File: src/rtl/ace_snap_rle_loader_if.sv
// rtl/ace_snap_rle_loader_if.sv - data_io byte stream in, ace loader write port out
interface ace_snap_rle_loader_if;
  logic        ioctl_download;
  logic        ioctl_wr;
  logic [7:0]  ioctl_dout;
  logic        ioctl_wait;
  logic [15:0] loader_addr;
  logic [7:0]  loader_data;
  logic        loader_wr;
  logic        loader_en;
  logic        loader_reset;
  logic        done;
  logic        error;

  modport master (
    output ioctl_download, ioctl_wr, ioctl_dout,
    input  ioctl_wait, loader_addr, loader_data, loader_wr, loader_en,
           loader_reset, done, error
  );

  modport slave (
    input  ioctl_download, ioctl_wr, ioctl_dout,
    output ioctl_wait, loader_addr, loader_data, loader_wr, loader_en,
           loader_reset, done, error
  );
endinterface

File: src/rtl/ace_snap_rle_loader.sv
// rtl/ace_snap_rle_loader.sv - Jupiter Ace RLE snapshot decoder feeding the ace RAM loader port
module ace_snap_rle_loader #(
  parameter logic [15:0] BASE_ADDR = 16'h2000,
  parameter logic [15:0] MAX_ADDR  = 16'h7FFF,
  parameter logic [7:0]  ESC_BYTE  = 8'hED
) (
  input  logic                 clk_sys,
  input  logic                 reset_n,
  ace_snap_rle_loader_if.slave bus
);
  typedef enum logic [2:0] {IDLE, LIT, ESC, CNT, RUN, END} state_t;

  state_t      state, state_nx;
  logic [15:0] addr;
  logic [7:0]  cnt, val, data_q;
  logic        emit_q, dl_q, done_q, error_q;
  logic        dl_rise, dl_fall, byte_in, over_max;
  logic        emit, err_set;
  logic [7:0]  emit_byte;

  assign dl_rise  = bus.ioctl_download & ~dl_q;
  assign dl_fall  = ~bus.ioctl_download & dl_q;
  assign byte_in  = bus.ioctl_wr & bus.ioctl_download;
  assign over_max = addr > MAX_ADDR;

  always_ff @(posedge clk_sys or negedge reset_n) begin
    if (!reset_n) state <= IDLE;
    else          state <= state_nx;
  end

  always_comb begin
    state_nx = state;
    if (dl_rise) begin
      state_nx = LIT;
    end else begin
      case (state)
        IDLE: state_nx = IDLE;
        LIT: begin
          if (dl_fall) state_nx = IDLE;
          else if (byte_in && bus.ioctl_dout == ESC_BYTE) state_nx = ESC;
        end
        ESC: begin
          if (dl_fall) state_nx = IDLE;
          else if (byte_in) state_nx = (bus.ioctl_dout == 8'h00) ? END : CNT;
        end
        CNT: begin
          if (dl_fall) state_nx = IDLE;
          else if (byte_in) state_nx = RUN;
        end
        // a dropped download lets the run drain before going idle
        RUN: if (cnt <= 8'd1) state_nx = bus.ioctl_download ? LIT : IDLE;
        END: if (dl_fall) state_nx = IDLE;
        default: state_nx = IDLE;
      endcase
    end
  end

  always_comb begin
    emit      = 1'b0;
    emit_byte = bus.ioctl_dout;
    err_set   = emit_q & over_max;
    if (!dl_rise) begin
      case (state)
        LIT: emit = byte_in && (bus.ioctl_dout != ESC_BYTE);
        ESC: err_set = err_set | dl_fall;
        CNT: begin
          emit    = byte_in;
          err_set = err_set | dl_fall;
        end
        RUN: begin
          emit      = cnt > 8'd1;
          emit_byte = val;
          err_set   = err_set | byte_in;
        end
        default: emit = 1'b0;
      endcase
    end
  end

  // cnt counts run writes still owed, including the one on the bus this cycle
  always_ff @(posedge clk_sys or negedge reset_n) begin
    if (!reset_n) begin
      addr    <= BASE_ADDR;
      cnt     <= 8'd0;
      val     <= 8'd0;
      data_q  <= 8'd0;
      emit_q  <= 1'b0;
      dl_q    <= 1'b0;
      done_q  <= 1'b0;
      error_q <= 1'b0;
    end else begin
      dl_q <= bus.ioctl_download;
      if (dl_rise) begin
        addr    <= BASE_ADDR;
        cnt     <= 8'd0;
        emit_q  <= 1'b0;
        done_q  <= 1'b0;
        error_q <= 1'b0;
      end else begin
        emit_q <= emit;
        if (emit) data_q <= emit_byte;
        if (emit_q && addr != 16'hFFFF) addr <= addr + 16'd1;
        if (err_set) error_q <= 1'b1;
        if (state == ESC && byte_in) begin
          if (bus.ioctl_dout == 8'h00) done_q <= 1'b1;
          else                         cnt    <= bus.ioctl_dout;
        end
        if (state == CNT && byte_in) val <= bus.ioctl_dout;
        if (state == RUN && cnt > 8'd1) cnt <= cnt - 8'd1;
      end
    end
  end

  assign bus.ioctl_wait   = (state == RUN);
  assign bus.loader_addr  = addr;
  assign bus.loader_data  = data_q;
  assign bus.loader_wr    = emit_q & ~over_max;
  assign bus.loader_en    = bus.ioctl_download | (state == RUN);
  assign bus.loader_reset = bus.loader_en;
  assign bus.done         = done_q;
  assign bus.error        = error_q;
endmodule
File: src/flat_wrapper.sv
// flat-port wrapper written by rule: the top's interface ports become plain ports
module ace_snap_rle_loader_flat 
#(
  parameter logic [15:0] BASE_ADDR = 16'h2000,
  parameter logic [15:0] MAX_ADDR  = 16'h7FFF,
  parameter logic [7:0]  ESC_BYTE  = 8'hED
)
  (clk_sys, reset_n, bus_ioctl_download, bus_ioctl_wr, bus_ioctl_dout, bus_ioctl_wait, bus_loader_addr, bus_loader_data, bus_loader_wr, bus_loader_en, bus_loader_reset, bus_done, bus_error);
  ace_snap_rle_loader_if bus_i ();
  input  logic clk_sys;
  input  logic reset_n;
  input wire logic [$bits(bus_i.ioctl_download)-1:0] bus_ioctl_download;
  input wire logic [$bits(bus_i.ioctl_wr)-1:0] bus_ioctl_wr;
  input wire logic [$bits(bus_i.ioctl_dout)-1:0] bus_ioctl_dout;
  output wire logic [$bits(bus_i.ioctl_wait)-1:0] bus_ioctl_wait;
  output wire logic [$bits(bus_i.loader_addr)-1:0] bus_loader_addr;
  output wire logic [$bits(bus_i.loader_data)-1:0] bus_loader_data;
  output wire logic [$bits(bus_i.loader_wr)-1:0] bus_loader_wr;
  output wire logic [$bits(bus_i.loader_en)-1:0] bus_loader_en;
  output wire logic [$bits(bus_i.loader_reset)-1:0] bus_loader_reset;
  output wire logic [$bits(bus_i.done)-1:0] bus_done;
  output wire logic [$bits(bus_i.error)-1:0] bus_error;
  assign bus_i.ioctl_download = bus_ioctl_download;
  assign bus_i.ioctl_wr = bus_ioctl_wr;
  assign bus_i.ioctl_dout = bus_ioctl_dout;
  assign bus_ioctl_wait = bus_i.ioctl_wait;
  assign bus_loader_addr = bus_i.loader_addr;
  assign bus_loader_data = bus_i.loader_data;
  assign bus_loader_wr = bus_i.loader_wr;
  assign bus_loader_en = bus_i.loader_en;
  assign bus_loader_reset = bus_i.loader_reset;
  assign bus_done = bus_i.done;
  assign bus_error = bus_i.error;
  ace_snap_rle_loader #(.BASE_ADDR(BASE_ADDR), .MAX_ADDR(MAX_ADDR), .ESC_BYTE(ESC_BYTE)) u_core (.clk_sys(clk_sys), .reset_n(reset_n), .bus(bus_i));
endmodule
File: config.mk
export PLATFORM = sky130hd
export DESIGN_NAME = ace_snap_rle_loader_flat
export DESIGN_NICKNAME = d
export VERILOG_FILES = /design/src/rtl/ace_snap_rle_loader_if.sv /design/src/rtl/ace_snap_rle_loader.sv /design/src/flat_wrapper.sv
export SDC_FILE = /design/constraint.sdc
export NUM_CORES = 1
export LEC_CHECK = 0
export ABC_AREA = 1
export ABC_CLOCK_PERIOD_IN_PS = 1800
export CORE_MARGIN = 3
export CORE_UTILIZATION = 48
export DETAILED_ROUTE_END_ITERATION = 8
export HOLD_SLACK_MARGIN = 0.1
export PLACE_DENSITY = 0.72
export SETUP_SLACK_MARGIN = 0.1
export SYNTH_ARGS = -nofsm -noshare
export SYNTH_HDL_FRONTEND = slang
export SYNTH_SLANG_ARGS = --single-unit
File: constraint.sdc
create_clock -name clk_sys -period 1.8 [get_ports clk_sys]
set_clock_uncertainty 0.05 [all_clocks]
set_input_delay 0.36 -clock clk_sys [delete_from_list [all_inputs] [get_ports clk_sys]]
set_output_delay 0.36 -clock clk_sys [all_outputs]
set_load 0.01 [all_outputs]
==> run metrics, run 1 <==
synth cell count leaders nand2_1 (142), dfrtp_1 (46), nor2_1 (42), inv_1 (33), nand3_1 (31); first-pass GRT wire length roughly 13000 um; P&R area growth vs syn 39.9%; register area share after synthesis roughly 40%; Syn Nets 426; total power 4.48 mW; Worst-Margin Slew 0.353 ns; Placer Congestion just under 0.9; PD cells approximately 1100 nW/um2; max_slew headroom around 76%; largest net degree at the start of global routing 26; fin crit share between 90% and 100%; Remaining DRCs 0; ys flop type dfrtp_1; Vias 3082; Top Ports 42; Finished Core Util 69.8%; vias in the first global route roughly 3.0k; worst min path class primary input to register; synth unique cells 33; clock-pin slew on the worst setup and hold paths around 0.09 ns; Yosys reg bits 47; Detailed Route Iter0 Violations approximately 170; FFs w/ async S/R, synth 100%; worst vdd ir about 740 uV; top cells by area, synth dfrtp_1 (39%), nand2_1 (18%), nor2_1 (5.3%); CTS tree done; CP startpoint kind register; pre-CTS WS -0.194 ns; critical-path cell list inv_2, nor3_4, buf_4, buf_6, buf_6; Starting Density between 40% and 50%; root buffer cell clkbuf_8; WS Path Type register to output port; CP delay by family, top buffers and inverters; wire per inst around 13 um; First-pass DRT Iterations 5; P_leak between 2 and 2.5 nW; CTS Buf Count 5; Cell Rows 28; insertion delay to the later sink of the worst-skew pair 0.31 ns; All-Layer GR Usage between 20% and 30%; Post-DP HPWL roughly 5600 um; fmax 594 MHz; die width about 85 um; CTS H-tree depth 2; max cap viols 0; Worst Path Required between 1 and 1.5 ns; Syn Inst Count roughly 400; fin crit period 1.68 ns; Worst Hold Slack 0.203 ns; layout cells sized above 1 between 20% and 30%; most numerous cell in the Yosys netlist nand2_1; max-slew violation count 0; Final setup viols 0; Worst setup EP type output port; Synth Warn # 0; cell taking the most area after synthesis dfrtp_1; Mapped Area just under 3000 um2; Worst Path Arrival 1.27 ns; full die area approximately 7000 um2; CP max stage cell dfrtp_1; hold violation count in the final report 0; Remaining Overflow, GRT 0; average size of a mapped cell 7.27 um2; Vert. Die Dim about 85 um; Final Worst Setup Slack between 0.1 and 0.15 ns; antenna viol nets, final 0; initial antenna violation count 0; CP max FO 3; CP peak stage delay 0.37 ns; PortBufs 41; Post-synth EDFFs 0; Sink Count 47; fin nets roughly 530; most used cell, CP buf_6; via/cell ratio 5.21; Antenna Cells 0; final WL between 7000 and 8000 um; RSZ-0062 raised after global routing true; CP bufs+invs 4; Synth top area share 38.7%; core area 5960 um2; clock buffer depth 2; outcome completed
-- power breakdown --
| part | leakage, nW | switching, mW | internal, mW |
|---|---|---|---|
| registers | 0.619 | 0.230 | 1.35 |
| clock network | 0.0548 | 0.396 | 0.419 |
| logic | 1.47 | 1.13 | 0.967 |
| total | 2.14 | 1.75 | 2.73 |
-- stage by stage --
step,cells,cell area (um2),setup TNS [ns]
6_report,591,4160,0
5_1_grt,591,4160,0
4_1_cts,585,4080,0
3_5_place_dp,557,3770,-2.48
3_3_place_gp,557,3770,-1.82
2_1_floorplan,409,2970,0
-- placed cells by master, fill, tap and decap left out, drive strengths merged --
cell and n:
a211oi 1, a21oi 4, a31oi 2, buf 73, bufinv 1, clkbuf 5, clkdlybuf4s50 28, clkinvlp 1
dfrtp 46, dfstp 1, dlygate4sd2 7, dlygate4sd3 1, dlymetal6s2s 2, ha 5, inv 40, nand2 151
nand3 33, nand4 20, nor2 51, nor3 1, o211ai 1, o21ai 32, o21bai 4, or2 2
xor2 4
-- path summary, 6_finish.rpt --
check                           depth (start not counted)                      start                          to  slack (ns)
worst min register to register                          2  u_core.bus.loader_data[7]   u_core.bus.loader_data[7]        0.43
worst max-delay path                                    5            u_core.state[2]              bus_ioctl_wait        0.12
min in group asynchronous                               2                    reset_n             u_core.state[0]        0.43
worst max register to register                         12            u_core.state[2]               u_core.cnt[7]        0.12
max in group asynchronous                               3                    reset_n  u_core.bus.loader_addr[13]        0.71
worst min-delay path                                    1         bus_ioctl_download                 u_core.dl_q        0.20
-- routing by layer --
layer | share of wire [%] | vias to the layer above | GRT usage (%)
met1 | 41 | 1445 | 27.7
met3 | 5.4 | 12 | 2.94
met2 | 52 | 96 | 41.4
li1 | - | 1529 | -
met5 | 0 | - | 0
met4 | 1.4 | 0 | 6.19
-- registers in the layout (all words and copies together) (netlist names) --
| name | count |
|---|---|
| u_core.emit_q | 1 |
| u_core.cnt | 8 |
| u_core.val | 8 |
| u_core.bus.loader_data | 8 |
| u_core.bus.error | 1 |
| u_core.bus.done | 1 |
| u_core.dl_q | 1 |
| u_core.bus.loader_addr | 16 |
| u_core.state | 3 |
-- final cells by class --
type | instances | area (um2)
fill | 483 | 1800
inverter | 39 | 149
clock buffer | 5 | 68.8
timing repair buffer | 111 | 1030
sequential | 47 | 1180
multi-input combinational | 311 | 1590
tap | 75 | 93.8
clock inverter | 3 | 46.3
-- kinds of logic after synthesis --
family | Yosys count | share of synthesized area (%)
and+or+nand+nor | 258 | 40.3
buffers and inverters | 51 | 8.04
DFF | 47 | 39.6
AOI/OAI and AO/OA | 44 | 8.76
adders and majority gates | 5 | 2.11
xor gates and xnor gates | 4 | 1.18
-- timing repair --
action / CTS / global route
resized for setup: 34 / 11
pin swaps: 4 / 5
hold endpoints to repair: 9 / 0
setup endpoints to repair: 37 / 39
hold buffers: 1 / 0
buffers inserted: 19 / 6
Note: power is estimated with default switching activity, not from simulation.
==> run 2: changes to the inputs <==
--- a/config.mk
+++ b/config.mk
@@ -10,7 +10,7 @@
 export CORE_MARGIN = 3
 export CORE_UTILIZATION = 48
 export DETAILED_ROUTE_END_ITERATION = 8
-export HOLD_SLACK_MARGIN = 0.1
+export HOLD_SLACK_MARGIN = 0.06
 export PLACE_DENSITY = 0.72
 export SETUP_SLACK_MARGIN = 0.1
 export SYNTH_ARGS = -nofsm -noshare
==> constraint.sdc (replaced) <==
create_clock -name clk_sys -period 1.8 [get_ports clk_sys]
set_clock_uncertainty 0.05 [all_clocks]
set_input_delay 0.18 -clock clk_sys [delete_from_list [all_inputs] [get_ports clk_sys]]
set_output_delay 0.18 -clock clk_sys [all_outputs]
set_load 0.01 [all_outputs]
==> run 2 against run 1 <==
Net effect: clock-buffer cell count stayed put; sequential power hardly changed; maximum frequency is 2.0% lower; wire length is 4.6% lower; first-iteration DRC count is 20% lower; critical path depth is 8 higher; cell area is 8.4% lower; largest power group unchanged.
==> run metrics, run 2 (same netlist as run 1, synthesis figures left out) <==
leading cell type in the layout, fill and taps excluded nand2_1; final instance area 3810 um2 (-8.4%); core area 5960 um2 (unchanged); worst vdd ir 856 uV (+15%); CP startpoint kind register; Sink Count 47 (unchanged); Flop pwr share 35.8% (+0.7 points); PD cells 1160 nW/um2 (+7.2%); Logic pwr share 46.3% (-0.4 points); placed inst area 3540 um2 (-6.3%); Starting Density 49.9% (unchanged); Top Ports 42 (unchanged); Post-DP HPWL 5430 um (-3.7%); Worst Path Arrival 1.87 ns (+0.60 ns); first-pass GRT wire length 11900 um (-11%); P&R area growth vs syn 28.2%; max_slew headroom 68.0% (-8.3 points); antenna viol nets, final 0 (unchanged); R2R Path Start u_core.cnt[1]; Pint 2.66 mW (-2.8%); CTS Buf Count 5 (unchanged); vias in the first global route 2621 (-13%); hold violation count in the final report 0 (unchanged); Detailed Route Iter0 Violations 135 (-20%); flop-to-flop setup slack 0.08 ns (-0.03 ns); Clk network pwr share 17.9% (-0.3 points); CTS tree done; CP max FO 6 (+3); Largest register FFs 16 (unchanged); Vias 2871 (-6.8%); Layout fillers 550 (+14%); total power 4.40 mW (-1.8%); All-Layer GR Usage 20.5% (-2.1 points); most frequent cells in the layout nand2_1 (139), dfrtp_1 (46), nor2_1 (40); max cap viols 0 (unchanged); wire per inst 13.5 um (+2.5%); largest net degree at the start of global routing 30 (+15%); RSZ-0062 raised after global routing true; clock buffer depth 2 (unchanged); fmax 582 MHz (-2.0%); Cell Rows 28 (unchanged); fin nets 491 (-7.7%); Worst-Margin Slew 0.481 ns (+0.127 ns); WS Path Type register to register; pre-CTS WS 0.0412 ns (+0.235 ns); via/cell ratio 5.22 (about the same); First-pass DRT Iterations 4 (-1); Final Worst Setup Slack 0.0829 ns (-0.0335 ns); P_leak 1.87 nW (-13%); fin crit period 1.72 ns (+0.0335 ns); fin crit share 95.4% (+1.9 points); Vert. Die Dim 84.7 um (unchanged); PortBufs 41 (unchanged); Remaining DRCs 0 (unchanged); Post-Layout Cell Count 550 (-6.9%); full die area 7170 um2 (unchanged); root buffer cell clkbuf_8; Worst setup EP type register; outcome completed; Register-to-Register Path Depth 13 (+1); Worst R2R End u_core.state[0]; CTS H-tree depth 2 (unchanged); initial antenna violation count 0 (unchanged); Remaining Overflow, GRT 0 (unchanged); clock-pin slew on the worst setup and hold paths 0.09 ns (about the same); Final setup viols 0 (unchanged); Worst Path Required 1.95 ns (+0.56 ns); insertion delay to the later sink of the worst-skew pair 0.30 ns (about the same); Placer Congestion 0.896 (+2.5%); die width 84.7 um (unchanged); worst min path class primary input to asynchronous set/reset pin; max-slew violation count 0 (unchanged); Antenna Cells 0 (unchanged); Worst Hold Slack 0.311 ns (+0.109 ns); Sw Ratio 39.7% (+0.60 points); final WL 7430 um (-4.6%); placed cell count 532 (-4.5%); Switch Pwr 1.75 mW (-0.29%); layout cells sized above 1 17.7% (-6.2 points)
## run 2: worst max-delay path by stage
stage / cells past startpoint / start / to / slack (ns)
global placement: 6 / bus_ioctl_download / u_core.bus.loader_addr[4] / 0.09
global route: 11 / u_core.cnt[1] / u_core.bus.loader_data[4] / -0.03
detailed placement: 8 / bus_ioctl_download / u_core.cnt[4] / 0.04
CTS: 8 / u_core.bus.loader_addr[0] / u_core.bus.loader_addr[0] / 0.10
finish: 13 / u_core.cnt[1] / u_core.state[0] / 0.08
floorplan: 12 / u_core.cnt[0] / u_core.state[0] / 0.16
## run 2: layout make-up
type | instances | area, um2 | area share [%]
tap | 75 | 93.8 | 2.46
clock buffer | 5 | 68.8 | 1.81
clock inverter | 3 | 43.8 | 1.15
timing repair buffer | 68 | 646 | 16.9
sequential | 47 | 1180 | 30.9
multi-input combinational | 313 | 1630 | 42.8
inverter | 39 | 149 | 3.91
## run 2: per-stage QoR
step | setup TNS [ns] | util (%)
3_5_place_dp | 0 | 59.4
6_report | 0 | 64.0
3_3_place_gp | 0 | 59.4
4_1_cts | 0 | 61.5
5_1_grt | -0.198 | 64.0
2_1_floorplan | 0 | -
## run 2: layer usage
layer	up-vias	GRT usage (%)	wire, um
met5	-	0	0
met4	0	7.63	145
met3	14	3.34	333
met2	80	35.1	3650
met1	1326	25.9	3300
li1	1451	-	-
## run 2: critical path, stage by stage (launching register included)
cell and delay (ns):
dfrtp_1 0.40, inv_2 0.09, ha_2 0.18, inv_1 0.05, nand2_2 0.06, nand2_2 0.07, o21ai_4 0.21, buf_12 0.14
buf_8 0.11, nand2_2 0.05, nand2_2 0.06, nand2_1 0.05, nand2_1 0.05, nand2_1 0.04
## run 2: repair_timing
action / 4_1_cts / 5_1_grt
resized for setup: 7 / 28
pin swaps: 1 / 10
hold endpoints to repair: 17 / 0
buffers inserted: 0 / 7
endpoints found under the setup margin: 14 / 36
gates cloned: 0 / 2
hold buffers: 1 / 0
## run 2: power by group through the flow
stage | Clock (mW) | Combinational, mW | Sequential, mW
finish | 0.787 | 2.04 | 1.58
global route | 0.851 | 2.27 | 1.61
CTS | 0.809 | 1.89 | 1.57
detailed placement | 0 | 1.87 | 1.59
global placement | 0 | 1.84 | 1.58
floorplan | 0 | 1.11 | 1.63
